`src/rtl/be_word_assembler_pkg.sv`:
```
// Shared sizing defaults and byte-lane helper for the big-endian word storage path.
// Byte k of a word occupies the k-th lane counted from the MSB end.
package be_word_assembler_pkg;

    localparam int BE_WIDTH = 8;
    localparam int BE_WORD  = 4;
    localparam int BE_FULLW = BE_WIDTH * BE_WORD;
    localparam int BE_CNTW  = 3;

    // LSB position of byte index k inside a word of `word` bytes, byte 0 in the MSB lane
    function automatic int be_lane_lsb(input int k, input int word, input int width);
        return (word - 1 - k) * width;
    endfunction

endpackage

```
`src/rtl/be_out_slot.sv`:
```
// Single-entry registered output holding slot with valid/ready handshake.
// A load always wins over a pop, so back-to-back words stream without a bubble.
module be_out_slot
    import be_word_assembler_pkg::*;
#(
    parameter int FULLW = BE_FULLW,
    parameter int CNTW  = BE_CNTW
) (
    input  logic             clk,
    input  logic             rst_n,
    input  logic             load,
    input  logic [FULLW-1:0] word,
    input  logic [CNTW-1:0]  count,
    input  logic             last,
    output logic             ready,
    output logic             out_valid,
    input  logic             out_ready,
    output logic [FULLW-1:0] out_data,
    output logic [CNTW-1:0]  out_count,
    output logic             out_last
);

    logic             valid_q, valid_d;
    logic [FULLW-1:0] data_q, data_d;
    logic [CNTW-1:0]  count_q, count_d;
    logic             last_q, last_d;

    assign ready = !valid_q || out_ready;

    always_comb begin
        valid_d = valid_q;
        data_d  = data_q;
        count_d = count_q;
        last_d  = last_q;
        if (load) begin
            valid_d = 1'b1;
            data_d  = word;
            count_d = count;
            last_d  = last;
        end else if (valid_q && out_ready) begin
            // Payload is deliberately left in place after a pop
            valid_d = 1'b0;
        end
    end

    always_ff @(posedge clk or negedge rst_n) begin
        if (!rst_n) begin
            valid_q <= 1'b0;
            data_q  <= '0;
            count_q <= '0;
            last_q  <= 1'b0;
        end else begin
            valid_q <= valid_d;
            data_q  <= data_d;
            count_q <= count_d;
            last_q  <= last_d;
        end
    end

    assign out_valid = valid_q;
    assign out_data  = data_q;
    assign out_count = count_q;
    assign out_last  = last_q;

endmodule

```
`src/rtl/be_word_assembler.sv`:
```
// Byte-stream to big-endian word deserializer: packs WORD bytes MSB-first,
// flushing a partial word early when in_last is seen.
module be_word_assembler
    import be_word_assembler_pkg::*;
#(
    parameter int WIDTH = BE_WIDTH,
    parameter int WORD  = BE_WORD,
    parameter int FULLW = WIDTH * WORD,
    parameter int CNTW  = BE_CNTW
) (
    input  logic             clk,
    input  logic             rst_n,
    input  logic             in_valid,
    output logic             in_ready,
    input  logic [WIDTH-1:0] in_data,
    input  logic             in_last,
    output logic             out_valid,
    input  logic             out_ready,
    output logic [FULLW-1:0] out_data,
    output logic [CNTW-1:0]  out_count,
    output logic             out_last
);

    logic [CNTW-1:0]  idx_q, idx_d;
    logic [FULLW-1:0] asm_q, asm_d;
    logic [FULLW-1:0] merged;
    logic             accept;
    logic             complete;

    assign accept   = in_valid && in_ready;
    assign complete = accept && ((idx_q == CNTW'(WORD - 1)) || in_last);

    always_comb begin
        merged = asm_q;
        for (int k = 0; k < WORD; k++) begin
            if (idx_q == CNTW'(k)) begin
                merged[be_lane_lsb(k, WORD, WIDTH) +: WIDTH] = in_data;
            end
        end
    end

    always_comb begin
        idx_d = idx_q;
        asm_d = asm_q;
        if (complete) begin
            // The finished word moves to the output slot; start the next one clean
            idx_d = '0;
            asm_d = '0;
        end else if (accept) begin
            idx_d = idx_q + CNTW'(1);
            asm_d = merged;
        end
    end

    always_ff @(posedge clk or negedge rst_n) begin
        if (!rst_n) begin
            idx_q <= '0;
            asm_q <= '0;
        end else begin
            idx_q <= idx_d;
            asm_q <= asm_d;
        end
    end

    be_out_slot #(
        .FULLW (FULLW),
        .CNTW  (CNTW)
    ) u_out_slot (
        .clk       (clk),
        .rst_n     (rst_n),
        .load      (complete),
        .word      (merged),
        .count     (idx_q + CNTW'(1)),
        .last      (in_last),
        .ready     (in_ready),
        .out_valid (out_valid),
        .out_ready (out_ready),
        .out_data  (out_data),
        .out_count (out_count),
        .out_last  (out_last)
    );

endmodule

```
`config.mk`:
```
export PLATFORM = sky130hd
export DESIGN_NAME = be_word_assembler
export DESIGN_NICKNAME = d
export VERILOG_FILES = /design/src/rtl/be_word_assembler_pkg.sv /design/src/rtl/be_out_slot.sv /design/src/rtl/be_word_assembler.sv
export SDC_FILE = /design/constraint.sdc
export NUM_CORES = 1
export LEC_CHECK = 0
export ABC_AREA = 1
export BUFFER_PORTS_ARGS = -buffer_cell sky130_fd_sc_hd__buf_2
export CAP_MARGIN = 20
export CORE_AREA = 2 2 85 87
export DETAILED_ROUTE_END_ITERATION = 10
export DIE_AREA = 0 0 87 89
export PLACE_DENSITY = 0.73
export SETUP_SLACK_MARGIN = 0.05
export SLEW_MARGIN = 0
export SYNTH_ARGS = -nofsm -noshare
export SYNTH_HDL_FRONTEND = slang
export SYNTH_HIERARCHICAL = 1
export SYNTH_SLANG_ARGS = --single-unit
```
`constraint.sdc`:
```
create_clock -name clk -period 1.7 [get_ports clk]
set_input_delay 0.17 -clock clk [delete_from_list [all_inputs] [get_ports clk]]
set_output_delay 0.17 -clock clk [all_outputs]
set_load 0.02 [all_outputs]
```
==> results_dict.tcl <==
set metrics [dict create \
    synth_most_common_cell "nand2_1" \
    fmax_mhz 632 \
    synth_edf_count 0 \
    cap_violations 0 \
    synth_flop_cell "dfrtp_1" \
    wl_mm 7.48 \
    antenna_found_initial 0 \
    cts_tree "done" \
    final_cell_area_mm2 0.00396 \
    place_hpwl_mm 5.00 \
    die_x_um 87 \
    hold_class "in2reg" \
    clockBufferDepth 2 \
    synth-seq-cells 72 \
    r2r_setup_slack_ns 0.12 \
    drc 0 \
    vias 2809 \
    syn_area_mm2 0.00336 \
    slew_viol_final 0 \
    yosys-top-cells-count "271 x nand2_1, 72 x dfrtp_1, 24 x nand3_1" \
    endpoint "u_out_slot/out_last" \
    synthCells 422 \
    io_buffers 50 \
    crit_path_start_kind "flip-flop" \
    avgSynthCellArea_um2 7.96 \
    drtPass1Iterations 4 \
    core_area_mm2 0.00672 \
    routabilityCongestion 0.821 \
    multi_input_area_mm2 0.00138 \
    viasPerCell 4.96 \
    rsz0062_at_grt "true" \
    cts.clk_slew.worst_paths_ns 0.07 \
    power.total_uw 5250 \
    cp.arrival_ns 1.87 \
    maxSlewHeadroom_pct 74.1 \
    die_area_mm2 0.00774 \
    p_leak_uw 0.00239 \
    finalSetupViolCount 0 \
    final_antenna_net_count 0 \
    crit_path_start "idx_q[0]" \
    worst_ep_required_time_ns 1.99 \
    ff2ff_path_depth 8 \
    ys_seq_area_share_pct 53.6 \
    tightest_slew_ns 0.389 \
    status "finished clean" \
    num_io_pins 51 \
    final_nets 499 \
    synth.area.top_cells "dfrtp_1 54%, nand2_1 30%, nand2_2 3.7%, nand3_1 3.6%, buf_6 2.3%" \
    cts.htree.levels 3 \
    critPathKind "reg2reg" \
    grt_pass1_vias 2693 \
    p_per_area_mw_per_mm2 1330 \
    first_iter_violations 183 \
    diodes 0 \
    syn2layout_area_growth_pct 17.8 \
    dpl_cell_area_mm2 0.00371 \
    post_drt_wl_per_cell_um 13.2 \
    critPathMaxFanout 37 \
    grt_overflow 0 \
    cts-root-buf "clkbuf_8" \
    rows 30 \
    fillers 595 \
    die_y_um 89 \
    initial_core_util_pct 50.0 \
    reg2reg_to "u_out_slot/out_last" \
    grt_max_degree 73 \
    clkSinkCount 72 \
    grt_pass1_wl_mm 12.6 \
    yosysUniqueCellTypes 16 \
    crit_path_end_kind "flip-flop" \
    yosysTopAreaCellShare_pct 53.6 \
    async_flop_share_pct 100 \
    yosysTopAreaCell "dfrtp_1" \
    ir_worst_vdd_mv 0.611 \
    finalHoldViolCount 0 \
    syn_nets 440 \
    drive_gt1_share_pct 22.4 \
    fin_util_pct 58.9 \
    cts_made_buffers 9 \
    r2r-start "idx_q[0]" \
    tns_ns 0 \
    ys_warn_count 6 \
    track_usage_pct 21.2 \
    min_period_ns 1.58 \
    fin_skew_ns 0.00570 \
    regArea_mm2 0.00180 \
    insertion_delay_ns 0.35 \
    hold_ws_ns 0.0923 \
    period_share_pct 93.0 \
]
## critical path, stage by stage, from the launching register on
cell	delay, ns
dfrtp_1	0.40
ha_1	0.22
ha_2	0.22
inv_8	0.10
a21oi_4	0.07
buf_6	0.15
inv_8	0.19
nand2_1	0.08
nand2_1	0.08
## layer usage
metal	up-vias	global-route usage, %	wire length [um]	share of wire, %
li1	1400	-	-	-
met1	1319	28.3	3490	47
met2	78	33.7	3430	46
met3	12	4.99	445	5.9
met4	0	8.38	114	1.5
met5	-	0	0	0
## flip-flops by register name, summed over array words and instances, names as in the netlist
| name | count |
|---|---|
| asm_q | 32 |
| idx_q | 3 |
| u_out_slot/out_count | 3 |
| u_out_slot/out_data | 32 |
| u_out_slot/out_last | 1 |
| u_out_slot/out_valid | 1 |
## layout make-up
class | instances | area share [%]
clock buffer | 11 | 3.57
sequential | 72 | 45.5
timing repair buffer | 67 | 10.3
clock inverter | 5 | 2.02
inverter | 8 | 1.14
tap | 80 | 2.53
multi-input combinational | 323 | 34.9
## placed cells by master, fill, tap and decap left out, types with 4 or more instances in the layout
cell,synthesis,routed
clkbuf_8,0,10
buf_4,3,13
inv_1,5,5
buf_2,5,50
nand2_2,20,20
nand3_1,24,24
nand2_1,271,270
dfrtp_1,72,72
ha_1,5,4
## power by group
part           switching [uW]  leakage (uW)  total [uW]  internal (uW)
combinational             998       0.00131        1510            511
sequential                182      0.000970        2230           2040
clock                     653      0.000106        1520            864
total                    1830       0.00239        5250           3420
## what timing repair did
action                                  CTS  global route
setup buffers                             0             1
cloned                                    0             0
hold endpoints to repair                 72             0
resized for setup                         2             1
endpoints found under the setup margin   37            37
hold buffers                              1             0
## cell families after synthesis
kind of cell | after synthesis | share of synthesized area (%)
and+or+nand+nor | 317 | 38.5
DFF | 72 | 53.6
buffers and inverters | 27 | 5.88
adders and majority gates | 5 | 1.86
AOI/OAI and AO/OA | 1 | 0.149
## worst min path at each step
stage	startpoint	to	slack (ns)	depth (start not counted)
2_1_floorplan	rst_n	asm_q[0]	-0.13	0
3_3_place_gp	rst_n	u_out_slot/out_data[29]	0.23	2
3_5_place_dp	rst_n	u_out_slot/out_data[28]	0.23	2
4_1_cts	in_last	u_out_slot/out_last	0.08	3
5_1_grt	in_last	u_out_slot/out_last	0.08	3
6_report	in_last	u_out_slot/out_last	0.09	3
## per-stage QoR
| step | worst slack, ns | instances |
|---|---|---|
| CTS | 0.0772 | 565 |
| detailed placement | 0.00605 | 548 |
| global route | 0.0261 | 566 |
| floorplan | 0.0568 | 422 |
| global placement | 0.0935 | 548 |
| finish | 0.119 | 566 |
Power figures use the tool's default switching activity.
